`src/rtl/chip8_pkg.sv`:
```
// Shared types for the CHIP-8 memory arbiter: access type, access size and
// arbiter FSM state encodings.
package chip8_pkg;

    // Downstream access type carried with every request.
    typedef enum logic [1:0] {
        ACC_FETCH = 2'd0,
        ACC_LOAD  = 2'd1,
        ACC_STORE = 2'd2,
        ACC_VIDEO = 2'd3
    } acc_type_e;

    // Access size: byte or 16-bit word.
    typedef enum logic {
        SIZE_BYTE = 1'b0,
        SIZE_WORD = 1'b1
    } size_e;

    // Arbiter transaction FSM.
    typedef enum logic [1:0] {
        ST_IDLE  = 2'd0,
        ST_ISSUE = 2'd1,
        ST_WAIT  = 2'd2,
        ST_RESP  = 2'd3
    } arb_state_e;

endpackage

```
`src/rtl/chip8_rr_arbiter.sv`:
```
// Combinational round-robin grant: searches the request vector starting one
// past last_grant (wrapping at NUM_CH) and returns a one-hot grant.
//   req        : per-channel request vector
//   last_grant : index of the most recently granted channel
//   grant      : one-hot grant, all zero when nothing requests
module chip8_rr_arbiter #(
    parameter int unsigned NUM_CH = 3,
    parameter int unsigned LG_W   = (NUM_CH > 1) ? $clog2(NUM_CH) : 1
) (
    input  logic [NUM_CH-1:0] req,
    input  logic [LG_W-1:0]   last_grant,
    output logic [NUM_CH-1:0] grant
);

    // First requester at or after last_grant+1, modulo NUM_CH.
    always_comb begin
        int unsigned cand;
        logic        found;
        grant = '0;
        found = 1'b0;
        cand  = 0;
        for (int unsigned i = 1; i <= NUM_CH; i++) begin
            cand = (32'(last_grant) + i) % NUM_CH;
            if (!found && req[LG_W'(cand)]) begin
                grant[LG_W'(cand)] = 1'b1;
                found              = 1'b1;
            end
        end
    end

endmodule

```
`src/rtl/chip8_mem_arbiter.sv`:
```
// CHIP-8 memory arbiter: round-robin selection among NUM_CH requesters
// (processor, video, debug) onto a single downstream memory port, one
// transaction outstanding at a time.
// Optional feature macro: CHIP8_ARB_TIMEOUT_EN adds an ISSUE/WAIT watchdog
// that completes the transaction with an error after TIMEOUT_CYCLES.
//   clk_in, rst_in            : clock, async active-low reset
//   req_*_in / req_ready_out  : per-channel request and one-hot accept
//   resp_*_out                : one-hot response pulse, error, shared data
//   mem_*_out / mem_*_in      : downstream request and response
module chip8_mem_arbiter
    import chip8_pkg::*;
#(
    parameter int unsigned NUM_CH         = 3,
    parameter int unsigned ADDR_W         = 12,
    parameter int unsigned DATA_W         = 16,
    parameter int unsigned TIMEOUT_CYCLES = 255
) (
    input  logic                           clk_in,
    input  logic                           rst_in,
    input  logic [NUM_CH-1:0]              req_valid_in,
    input  logic [NUM_CH-1:0][ADDR_W-1:0]  req_addr_in,
    input  logic [NUM_CH-1:0][DATA_W-1:0]  req_data_in,
    input  logic [NUM_CH-1:0]              req_we_in,
    input  logic [NUM_CH-1:0]              req_size_in,
    input  logic [NUM_CH-1:0][1:0]         req_type_in,
    output logic [NUM_CH-1:0]              req_ready_out,
    output logic [NUM_CH-1:0]              resp_valid_out,
    output logic [NUM_CH-1:0]              resp_err_out,
    output logic [DATA_W-1:0]              resp_data_out,
    output logic [ADDR_W-1:0]              mem_addr_out,
    output logic [DATA_W-1:0]              mem_data_out,
    output logic                           mem_we_out,
    output logic                           mem_size_out,
    output logic [1:0]                     mem_type_out,
    output logic                           mem_valid_out,
    input  logic                           mem_ready_in,
    input  logic                           mem_valid_in,
    input  logic [DATA_W-1:0]              mem_data_in
);

    localparam int unsigned LG_W = (NUM_CH > 1) ? $clog2(NUM_CH) : 1;

    arb_state_e        state;
    logic [LG_W-1:0]   last_grant;
    logic [NUM_CH-1:0] gnt_q;
    acc_type_e         type_q;
    size_e             size_q;
    logic [NUM_CH-1:0] grant_c;
    logic [LG_W-1:0]   grant_idx_c;
    logic              timeout_c;

    chip8_rr_arbiter #(
        .NUM_CH (NUM_CH),
        .LG_W   (LG_W)
    ) u_rr (
        .req        (req_valid_in),
        .last_grant (last_grant),
        .grant      (grant_c)
    );

    // One-hot grant to index.
    always_comb begin
        grant_idx_c = '0;
        for (int unsigned i = 0; i < NUM_CH; i++) begin
            if (grant_c[LG_W'(i)]) grant_idx_c = LG_W'(i);
        end
    end

    // Accept is combinational in IDLE; gated by reset so outputs read 0 while held.
    assign req_ready_out = (state == ST_IDLE && rst_in) ? grant_c : '0;
    assign mem_type_out  = type_q;
    assign mem_size_out  = size_q;

    // Transaction FSM with registered downstream/response outputs.
    always_ff @(posedge clk_in or negedge rst_in) begin
        if (!rst_in) begin
            state          <= ST_IDLE;
            last_grant     <= LG_W'(NUM_CH - 1);
            gnt_q          <= '0;
            mem_addr_out   <= '0;
            mem_data_out   <= '0;
            mem_we_out     <= 1'b0;
            size_q         <= SIZE_BYTE;
            type_q         <= ACC_FETCH;
            mem_valid_out  <= 1'b0;
            resp_valid_out <= '0;
            resp_data_out  <= '0;
        end else begin
            unique case (state)
                ST_IDLE: begin
                    if (|grant_c) begin
                        gnt_q         <= grant_c;
                        last_grant    <= grant_idx_c;
                        mem_addr_out  <= req_addr_in[grant_idx_c];
                        mem_data_out  <= req_data_in[grant_idx_c];
                        mem_we_out    <= req_we_in[grant_idx_c];
                        size_q        <= size_e'(req_size_in[grant_idx_c]);
                        type_q        <= acc_type_e'(req_type_in[grant_idx_c]);
                        mem_valid_out <= 1'b1;
                        state         <= ST_ISSUE;
                    end
                end
                ST_ISSUE: begin
                    if (mem_ready_in) begin
                        mem_valid_out <= 1'b0;
                        state         <= ST_WAIT;
                    end else if (timeout_c) begin
                        mem_valid_out  <= 1'b0;
                        resp_valid_out <= gnt_q;
                        resp_data_out  <= '0;
                        state          <= ST_RESP;
                    end
                end
                ST_WAIT: begin
                    if (mem_valid_in) begin
                        resp_valid_out <= gnt_q;
                        resp_data_out  <= mem_we_out ? '0 : mem_data_in;
                        state          <= ST_RESP;
                    end else if (timeout_c) begin
                        resp_valid_out <= gnt_q;
                        resp_data_out  <= '0;
                        state          <= ST_RESP;
                    end
                end
                ST_RESP: begin
                    resp_valid_out <= '0;
                    resp_data_out  <= '0;
                    state          <= ST_IDLE;
                end
                default: state <= ST_IDLE;
            endcase
        end
    end

`ifdef CHIP8_ARB_TIMEOUT_EN
    localparam int unsigned CNT_W = $clog2(TIMEOUT_CYCLES + 1);

    logic [CNT_W-1:0] tmo_cnt;

    // Fires on the last allowed ISSUE/WAIT cycle unless the normal event wins.
    assign timeout_c = ((state == ST_ISSUE && !mem_ready_in) ||
                        (state == ST_WAIT  && !mem_valid_in)) &&
                       (tmo_cnt == CNT_W'(TIMEOUT_CYCLES - 1));

    // Watchdog counter and error flag.
    always_ff @(posedge clk_in or negedge rst_in) begin
        if (!rst_in) begin
            tmo_cnt      <= '0;
            resp_err_out <= '0;
        end else begin
            if (state == ST_ISSUE || state == ST_WAIT) tmo_cnt <= tmo_cnt + CNT_W'(1);
            else                                       tmo_cnt <= '0;
            resp_err_out <= timeout_c ? gnt_q : '0;
        end
    end
`else
    logic unused_timeout;

    assign timeout_c      = 1'b0;
    assign resp_err_out   = '0;
    assign unused_timeout = |32'(TIMEOUT_CYCLES);
`endif

endmodule

```
`config.mk`:
```
export PLATFORM = sky130hd
export DESIGN_NAME = chip8_mem_arbiter
export DESIGN_NICKNAME = d
export VERILOG_FILES = /design/src/rtl/chip8_pkg.sv /design/src/rtl/chip8_rr_arbiter.sv /design/src/rtl/chip8_mem_arbiter.sv
export SDC_FILE = /design/constraint.sdc
export NUM_CORES = 1
export LEC_CHECK = 0
export CORE_MARGIN = 2
export CORE_UTILIZATION = 42
export CTS_CLUSTER_DIAMETER = 200
export DETAILED_ROUTE_END_ITERATION = 7
export PLACE_DENSITY = 0.95
export SLEW_MARGIN = 20
export SYNTH_ARGS = -nofsm -noshare
export SYNTH_HDL_FRONTEND = slang
export SYNTH_SLANG_ARGS = --single-unit
```
`constraint.sdc`:
```
create_clock -name clk_in -period 4.3 [get_ports clk_in]
set_input_delay 1.075 -clock clk_in [delete_from_list [all_inputs] [get_ports clk_in]]
set_output_delay 1.075 -clock clk_in [all_outputs]
set_load 0.005 [all_outputs]
```
### Word level (Yosys, flattened, before mapping)

Index checks and enable logic that the tools add are counted.

| word-level totals | value |
|---|---|
| flip-flop bits (word level) | 59 |
| input bits | 119 |
| output and inout bits | 58 |
| logic and storage cells | 90 |

| operators by class | value |
|---|---|
| add/subtract/negate cells | 3 |
| div/mod/pow operators | 3 |
| magnitude comparators | 7 |
| eq/ne operators | 6 |
| muxes and demuxes | 42 |
| bitwise logic cells | 2 |
| reductions and logical operators | 16 |

Operators with widths:

| kind | count |
|---|---|
| $mod 32x2->32 const B | 3 |
| $mux 16 | 3 |
| $bmux 16 s2 | 1 |
| $pmux 16 s2 | 1 |
| $bmux 12 s2 | 1 |
| $mux 3 | 5 |
| $mux 1 | 13 |
| $lt 2x3->1 const B | 4 |
| $mux 12 | 1 |
| $bmux 1 s2 | 5 |
| $mux 2 | 5 |
| $pmux 2 s4 | 1 |
| $add 2x2->3 const B | 2 |
| $demux 1 s2 | 3 |
| $ge 2x1->1 const B | 3 |
| $logic_and 1x1->1 | 6 |
| $or 3x3->3 | 2 |
| $pmux 3 s2 | 1 |
| $reduce_and 3->1 | 2 |
| $bmux 2 s2 | 1 |
| $eq 2x2->1 const B | 2 |
| $ne 2x2->1 const B | 2 |
| $reduce_and 2->1 | 2 |
| $reduce_bool 2->1 | 2 |
| other kinds (7) | 8 |

### Longest topological paths before layout

Gate-level depths: netlist (run 1).

| logic depth | value |
|---|---|
| depth after elaboration | 15 |
| depth in mapped cells | 10 |
| mapped depth without buffers | 8 |

### Cells and area by module

Synthesis (run 1) repeated with hierarchy kept, for this count alone.

| unflattened totals | value |
|---|---|
| cells, all modules | 331 |
| area, all modules | 3325.7 µm² |

Modules (own cells, without submodules):

| module | times used | cells each | area each (µm²) | sequential area each (µm²) |
|---|---|---|---|---|
| chip8_mem_arbiter | 1 | 299 | 3098.0 | 1477.7 |
| chip8_rr_arbiter | 1 | 32 | 227.7 | 0.0 |

### Least setup slack after synthesis (run 1)

OpenSTA, ideal clock, no wires.

| path | value |
|---|---|
| path type | input port to output port |
| from | input port req_valid_in[2] |
| to | output port req_ready_out[0] |
| data arrival time | 2.244 ns |
| required time | 3.225 ns |
| setup slack | 0.981 ns |
| stages | 6 |
| path buffers | 1 |
| cell sequence | nor2b_1 > or4b_1 > nand4_1 > mux2i_2 > buf_2 > nor2_1 |

| on the way | value |
|---|---|
| longest elaborated chain between the ends | 10 |
| elaborated cells on any way between the ends | 18 |
| those cells by class | 12 x mux; 2 x bitwise; 4 x reduce/logical |

RTL lines:

| element | line | RTL |
|---|---|---|
| start: declaration | chip8_mem_arbiter.sv:20 | `input logic [NUM_CH-1:0] req_valid_in,` |
| $bmux 1 s2 | chip8_rr_arbiter.sv:24 | `if (!found && req[LG_W'(cand)]) begin` |
| $mux 1 (not written as such) | chip8_rr_arbiter.sv:24 |  |
| $mux 1 | chip8_rr_arbiter.sv:24 |  |
| $logic_not 1->1 | chip8_rr_arbiter.sv:24 |  |
| $logic_and 1x1->1 | chip8_rr_arbiter.sv:24 |  |
| $mux 1 | chip8_rr_arbiter.sv:24 |  |
| $logic_not 1->1 | chip8_rr_arbiter.sv:24 |  |
| $logic_and 1x1->1 | chip8_rr_arbiter.sv:24 |  |
| $mux 3 * | chip8_rr_arbiter.sv:24 |  |
| $mux 3 * | chip8_mem_arbiter.sv:70 | `assign req_ready_out = (state == ST_IDLE && rst_in) ? grant_c : '0;` |
| end: declaration | chip8_mem_arbiter.sv:26 | `output logic [NUM_CH-1:0] req_ready_out,` |

Mark *: on every way between the ends. The rest lies on a longest branch, timed or not. The select of a mux whose other input is x is not followed.

### Final worst setup path (run 1)

| path | value |
|---|---|
| from | input port req_valid_in[0] |
| to | output port req_ready_out[1] |

Same word-level chain as after synthesis.

==> results of run 1 <==
==> cell families (layout without fill, tap and decap cells) <==
group	Yosys count	in the layout	share of synthesized area, %
and+or+nand+nor	137	137	16.9
AOI/OAI and AO/OA	98	98	24.2
DFF	59	59	45.5
buffers and inverters	38	208	5.21
muxes	14	14	4.94
adders and majority gates	8	8	3.09
other	1	3	0.116
==> power breakdown <==
group          leakage [uW]  internal, uW  switching [uW]
clock             0.0000998           271             237
sequential         0.000735           824             152
combinational       0.00139          1120            1190
==> critical path, cell delays in order <==
cell	delay (ps)
clkdlybuf4s50_1	460
o21ba_2	240
a2111oi_2	370
buf_4	190
o21ai_4	60
nor2_1	100
clkdlybuf4s50_1	560
==> layer usage <==
layer | up-vias | GRT usage, %
li1 | 1613 | -
met1 | 1640 | 27.8
met2 | 147 | 45.3
met3 | 16 | 6.33
met4 | 0 | 8.21
met5 | - | 0
==> metrics by stage <==
| step | power, uW | worst slack (ps) | hold WS [ps] | TNS [ps] | cells |
|---|---|---|---|---|---|
| floorplan | 2340 | 981 | 467 | 0 | 357 |
| global placement | 3180 | 126 | 463 | 0 | 613 |
| detailed placement | 3300 | -35.2 | 476 | -35.2 | 613 |
| CTS | 3810 | 83.0 | 494 | 0 | 629 |
| global route | 4090 | 114 | 511 | 0 | 629 |
| finish | 3800 | 169 | 489 | 0 | 629 |
==> final cells by class <==
cell class,instances,area [um2]
clock inverters,7,77.6
fillers,554,2330
clock buffers,9,124
inverters,8,30.0
well taps,102,128
repair buffers,184,1820
flip-flops and latches,59,1480
multi-input cells,260,1620
==> sequential cells by signal, summed over array words and instances (netlist names) <==
name            cells
last_grant          2
mem_data_out       16
resp_valid_out      3
mem_we_out          1
gnt_q               3
mem_type_out        2
mem_valid_out       1
state               2
mem_size_out        1
resp_data_out      16
mem_addr_out       12
==> how the worst max path moves through the flow <==
stage	from	end	slack (ps)	depth (start not counted)
after floorplan	req_valid_in[2]	req_ready_out[0]	980	6
after global placement	req_valid_in[2]	req_ready_out[0]	130	7
after detailed placement	req_valid_in[2]	req_ready_out[0]	-40	7
after CTS	req_valid_in[0]	req_ready_out[0]	80	7
after global routing	req_valid_in[0]	req_ready_out[1]	110	7
final	req_valid_in[0]	req_ready_out[1]	170	7
==> placed cells by master, fill, tap and decap left out, types with 4 or more instances in the layout <==
cell type | synthesis | final
a31oi_1 | 9 | 9
buf_4 | 3 | 10
clkdlybuf4s50_1 | 0 | 170
clkbuf_8 | 0 | 9
nand2_1 | 108 | 108
a221oi_1 | 22 | 22
mux2_1 | 7 | 7
o21ai_0 | 19 | 19
nor2b_1 | 5 | 5
o22ai_1 | 5 | 5
dfrtp_1 | 58 | 58
a21oi_1 | 4 | 4
nor2_1 | 15 | 15
ha_1 | 8 | 8
inv_1 | 8 | 8
a221o_1 | 24 | 24
==> reports/results.txt, run 1 <==
Top cells by count, synth - nand2_1, dfrtp_1, a221o_1
Critical path required time - 3220 ps
Metal1 wirelength - 4100 um
Initial antenna violation count - 0
Endpoints failing setup - 0
CTS buffer count - 9
Largest cells by area after synthesis - dfrtp_1, nand2_1, a221o_1
Core ar. - 7610 um2
HP Class - reg -> reg
Hold depth - 2
Hold_buf cts - 0
Antenna viol nets, final - 0
Tcrit/Tclk final - 96.1%
Avg Vias per Cell - 5.43
GPL Wtd Cong - 0.817
RSZ-0062 raised after global routing - false
Final count of hold timing violations - 0
Clock transition at path regs - 80 ps
Die Y - 91.9 um
Global-route wire length before repair - 16,700 um
Setup crit end kind - output port
# H-tree levels - 3
CTS root buf - clkbuf_8
Most common cell in the netlist - nand2_1
Number of synthesis warnings - 0
Fin crit period - 4130 ps
Via total after detailed routing - 3,416
Dpl hpwl - 7610 um
Static Leak - 0.00222 uW
Slew @ Worst Pin - 971 ps
Fraction of registers with async set/reset - 100%
Synth top area share - 44.7%
Grt total ovfl - 0
Final Max Slew Viols - 0
Post-synthesis sequential area ratio - 45.5%
Status - finished, final reports clean
Clock tree buffer depth - 2
MaxCap Viol Count - 0
Largest net degree at the start of global routing - 60
PortBufs - 173
Post-CTS Setup Bufs - 0
Ports - 177
Gr usage total - 24.7%
Startpoint types - input port
Area Growth Syn to Fin - 62.7%
Routed wire length - 10,300 um
Yosys top cell by area - dfrtp_1
Post-Syn Area - 3240 um2
Full die area - 8440 um2
Metal2 WL - 5300 um
Post-Synthesis Cells - 355
Antenna diodes - 0
Final nets - 649
Max_slew headroom - 35.0%
Post-CTS Resized - 1
DR top layer - met4
R2r endpoint - mem_addr_out[11]
Starting Density - 42.6%
FP Rows - 32
Hold Path Origin - resp_data_out[12]
DR iter-0 viols - 126
Fmax - 242 MHz
Routed wire per std cell - 16.4 um
Worst EP arrival - 3060 ps
Post-route DRC - 0
Yosys reg bits - 59
Syn_area_per_cell - 9.14 um2
Vias in the first global route - 3,491
CTS tree - yes
Utilization after layout - 69.4%
Post-synth EDFFs - 0
FF-to-FF path depth - 10
Die X-Extent - 91.9 um
1st-pass router iterations - 4
Worst setup path category - in -> out
Placed Area - 5080 um2
Reg-to-reg critical path startpoint - last_grant[1]
Met3 WL - 706 um
CP Max Fanout - 4
Layout Skew - 10.7 ps
Reg2reg setup slack - 1120 ps
Hold worst-path end - resp_data_out[12]
Main synth FF type - dfrtp_1
Clock tree sinks - 59
Fin area - 5280 um2
Maximum vdd drop - 0.370 mV
Pwr dens - 720 nW/um2
Worst skew pair latency - 330 ps
Netlist cell types - 43
Layout cell share with drive strength beyond 1 - 7.78%
No activity file was read; power rests on OpenSTA's default activity.
==> run 2: changes to the inputs <==
- ABC_AREA: default -> 0
- CORE_UTILIZATION: 42 -> 30
- PLACE_DENSITY: 0.95 -> 0.74
==> run 2 against run 1 <==
Against the previous run:
- die area rose by 38%
- total power rose by 0.98%
- worst hold slack got worse by 13 ps
- critical path type unchanged
- largest power group unchanged
- critical path depth did not move
==> reports/results.txt, run 2 (synthesis gave the netlist of run 1 again) <==
Status - finished, final reports clean
Global-route wire length before repair - 16,200 um
Hold WS - 477 ps
Critical path's largest stage delay - 530 ps
Fmax - 241 MHz
Routed wire length - 10,400 um
Initial antenna violation count - 0
Max_slew headroom - 49.3%
R2r endpoint - mem_data_out[12]
Layout cell share with drive strength beyond 1 - 8.16%
Storage cell area - 1480 um2
Critical path required time - 3220 ps
Layout Skew - 10.3 ps
Clock tree buffer depth - 2
Filler cells - 962
GPL Wtd Cong - 0.800
Most frequent cells in the layout - clkdlybuf4s50_1, nand2_1, dfrtp_1
TNS Setup - 0 ps
# H-tree levels - 3
Commonest non-fill, non-tap cell in the layout - clkdlybuf4s50_1
Routed wire per std cell - 15.6 um
FP Rows - 37
Crit-path most repeated cell - clkdlybuf4s50_1
Critical path endpoint - req_ready_out[0]
Antenna viol nets, final - 0
Ports - 177
Fin crit period - 4150 ps
Reg-to-reg critical path startpoint - last_grant[0]
Clock transition at path regs - 70 ps
Worst setup path category - in -> out
Pwr dens - 719 nW/um2
Footprint of the multi-input gates - 1630 um2
Antenna diodes - 0
CTS tree - yes
Hold_buf cts - 0
RSZ-0062 raised after global routing - false
Worst skew pair latency - 330 ps
Starting Density - 31.1%
DR iter-0 viols - 124
Reg2reg setup slack - 1100 ps
Static Leak - 0.00221 uW
Die Y - 108 um
Setup crit end kind - output port
CTS root buf - clkbuf_8
Post-CTS Setup Bufs - 0
Gr usage total - 17.7%
Hold depth - 2
1st-pass router iterations - 4
Dpl hpwl - 7650 um
CP Max Fanout - 4
Tcrit/Tclk final - 96.6%
Maximum vdd drop - 0.377 mV
FF-to-FF path depth - 10
Endpoints failing setup - 0
Core ar. - 10,400 um2
Post-CTS Resized - 0
Final Max Slew Viols - 0
MaxCap Viol Count - 0
Largest net degree at the start of global routing - 60
Largest regs - mem_data_out: 16 flops, resp_data_out: 16 flops, mem_addr_out: 12 flops
Grt total ovfl - 0
Worst EP arrival - 3080 ps
Worst path slowest cell - clkdlybuf4s50_1
Post-route DRC - 0
Clock tree sinks - 59
Avg Vias per Cell - 5.05
Area Growth Syn to Fin - 64.6%
Final nets - 649
Final count of hold timing violations - 0
Slew @ Worst Pin - 760 ps
Vias in the first global route - 3,393
Full die area - 11,700 um2
CP Cell Sequence - clkdlybuf4s50_1, mux2i_1, or4b_1, nand4_1, mux2i_2, nor2_1, clkdlybuf4s50_1
Via total after detailed routing - 3,348
Startpoint types - input port
Critical path origin - req_valid_in[0]
CTS buffer count - 9
PortBufs - 173
HP Class - reg -> reg
Die X-Extent - 108 um
-- run 2: changes by cell type in the layout (fill, tap and decap cells not counted), sizes merged --
cell           delta
clkinv            -2
bufinv            +1
clkbuf            +1
clkdlybuf4s50     +1
clkinvlp          +1
dlygate4sd2       -1
inv               -1
-- run 2: area by class of cell --
class | count | share of cell area [%]
Tap cell | 136 | 3.19
Clock inverter | 6 | 1.66
Timing Repair Buffer | 184 | 33.9
Clock buffer | 10 | 2.58
Sequential cell | 59 | 27.7
Inverter | 8 | 0.562
Multi-Input combinational cell | 260 | 30.4
-- run 2: worst min-delay path by stage --
stage,start,to
2_1_floorplan,gnt_q[0],gnt_q[0]
3_3_place_gp,resp_valid_out[0],resp_valid_out[0]
5_1_grt,resp_valid_out[1],resp_valid_out[1]
3_5_place_dp,resp_valid_out[1],resp_valid_out[1]
4_1_cts,resp_valid_out[1],resp_valid_out[1]
6_report,resp_valid_out[1],resp_valid_out[1]
-- run 2: power by group --
group / switching, uW / total [uW] / leakage (uW) / internal [uW]
Clock: 233 / 575 / 0.000108 / 342
Combinational: 1180 / 2290 / 0.00137 / 1110
Sequential: 149 / 972 / 0.000735 / 823
-- run 2: worst max-delay path: cells and delay by family --
family	cells	cell delay, ps
AND/OR/NAND/NOR	3	760
buffers and inverters	2	1050
multiplexers	2	210
-- run 2: through the flow --
stage / utilization (%) / std cells / cell area (um2) / total power, uW / setup slack (ps)
2_1_floorplan: - / 357 / 3250 / 2340 / 981
3_3_place_gp: 49.1 / 647 / 5110 / 3220 / 165
3_5_place_dp: 49.1 / 647 / 5110 / 3290 / 108
4_1_cts: 51.2 / 663 / 5340 / 3880 / 102
5_1_grt: 51.3 / 663 / 5340 / 4170 / 89.0
6_report: 51.3 / 663 / 5340 / 3840 / 146
-- run 2: routing by layer --
layer	vias up	wire [um]	GRT usage, %
li1	1608	-	-
met1	1577	4160	20.4
met2	150	5070	31.0
met3	13	1010	5.97
met4	0	124	5.31
met5	-	0	0
==> run 3: changes to the inputs <==
- MAX_ROUTING_LAYER: default -> met4
- SETUP_SLACK_MARGIN: default -> 0.05
==> run 3 against run 2 <==
Against the previous run:
- non-clock buffer count unchanged
- count of clock-buffer cells in the layout unchanged
- worst hold slack about the same
- routed wire length up 0.18%
- clock skew about the same
- sequential power about the same
- critical path depth unchanged
==> reports/results.txt, run 3 (synthesis gave the netlist of run 1 again) <==
Clock tree buffer depth - 2
Area Growth Syn to Fin - 64.6%
Dpl hpwl - 7650 um
Grt total ovfl - 0
DR iter-0 viols - 147
Post-CTS Resized - 0
Fmax - 241 MHz
CTS root buf - clkbuf_8
CTS tree - yes
Largest regs - mem_data_out: 16 flops, resp_data_out: 16 flops, mem_addr_out: 12 flops
HP Class - reg -> reg
Sw frac - 40.7%
Antenna viol nets, final - 0
Layout cell share with drive strength beyond 1 - 8.16%
Status - finished, final reports clean
Max_slew headroom - 49.6%
Gr usage total - 18.2%
MaxCap Viol Count - 0
Routed wire per std cell - 15.7 um
Crit-path most repeated cell - clkdlybuf4s50_1
Utilization after layout - 51.3%
Internal Power - 2280 uW
Most frequent cells in the layout - clkdlybuf4s50_1, nand2_1, dfrtp_1
FF-to-FF path depth - 10
Hold depth - 2
Full die area - 11,700 um2
CTS buffer count - 9
Worst path slowest cell - clkdlybuf4s50_1
Antenna diodes - 0
Critical path required time - 3220 ps
Vias in the first global route - 3,404
Clock transition at path regs - 70 ps
Final count of hold timing violations - 0
Critical path's largest stage delay - 520 ps
Static Leak - 0.00221 uW
RSZ-0062 raised after global routing - false
R2r endpoint - mem_data_out[12]
Worst EP arrival - 3070 ps
Hold_buf cts - 0
Tcrit/Tclk final - 96.4%
CP Cell Sequence - clkdlybuf4s50_1, mux2i_1, or4b_1, nand4_1, mux2i_2, nor2_1, clkdlybuf4s50_1
Fin crit period - 4150 ps
Storage cell area - 1480 um2
Hold Path Origin - resp_valid_out[1]
1st-pass router iterations - 4
Hold worst-path end - resp_valid_out[1]
Fraction of power consumed by sequential logic - 25.3%
Via total after detailed routing - 3,350
Pwr dens - 719 nW/um2
Starting Density - 31.1%
Reg2reg setup slack - 1090 ps
Post-CTS Setup Bufs - 0
Footprint of the multi-input gates - 1630 um2
CP Max Fanout - 4
Final Max Slew Viols - 0
Clk pwr share - 15.0%
Clock tree sinks - 59
Commonest non-fill, non-tap cell in the layout - clkdlybuf4s50_1
TNS Setup - 0 ps
Largest net degree at the start of global routing - 60
Global-route wire length before repair - 16,200 um
Ports - 177
Worst setup path category - in -> out
Psw - 1560 uW
FP Rows - 37
Routed wire length - 10,400 um
Combinational Power Share - 59.7%
Post-route DRC - 0
GPL Wtd Cong - 0.812
Setup crit end kind - output port
Maximum vdd drop - 0.376 mV
Reg-to-reg critical path startpoint - last_grant[0]
Final nets - 649
Core ar. - 10,400 um2
Slew @ Worst Pin - 756 ps
Worst skew pair latency - 330 ps
Startpoint types - input port
Die Y - 108 um
Die X-Extent - 108 um
PortBufs - 173
# H-tree levels - 3
Avg Vias per Cell - 5.05
Endpoints failing setup - 0
Initial antenna violation count - 0
Layout Skew - 9.90 ps
Filler cells - 962
run 3: worst max-delay path: cells and delay by family:
kind	cells	cell delay [ps]
mux	2	200
buf+inv	2	1040
simple gates	3	760
run 3: worst max path at each step:
| stage | cells after the start | endpoint | startpoint |
|---|---|---|---|
| floorplan | 6 | req_ready_out[0] | req_valid_in[2] |
| global placement | 7 | req_ready_out[0] | req_valid_in[2] |
| detailed placement | 7 | req_ready_out[0] | req_valid_in[2] |
| CTS | 7 | req_ready_out[0] | req_valid_in[2] |
| global route | 7 | req_ready_out[0] | req_valid_in[0] |
| finish | 7 | req_ready_out[0] | req_valid_in[0] |
run 3: final cells by class:
| class | instances | area share, % |
|---|---|---|
| Inverter | 8 | 0.562 |
| Timing Repair Buffer | 184 | 33.9 |
| Multi-Input combinational cell | 260 | 30.4 |
| Tap cell | 136 | 3.19 |
| Clock inverter | 6 | 1.66 |
| Clock buffer | 10 | 2.58 |
| Sequential cell | 59 | 27.7 |
run 3: power by group through the flow:
stage	clock network, uW	logic, uW	registers [uW]
after floorplan	0	1370	975
after global placement	0	2260	969
after detailed placement	0	2320	976
after CTS	592	2310	974
after global routing	619	2550	1000
final	575	2290	973
run 3: per-stage QoR:
step	std cells	hold WS (ps)	total power (uW)	area (um2)	setup WS [ps]
after floorplan	357	467	2340	3250	981
after CTS	663	486	3880	5340	102
after global placement	647	460	3220	5110	165
after detailed placement	647	469	3290	5110	108
after global routing	663	498	4170	5340	89.0
final	663	477	3840	5340	153
run 3: routing by layer:
metal	GRT usage (%)	vias up	wire length [um]
li1	-	1609	-
met1	21.4	1573	4350
met2	31.0	155	5100
met3	4.52	13	817
met4	5.31	0	121
met5	-	-	0
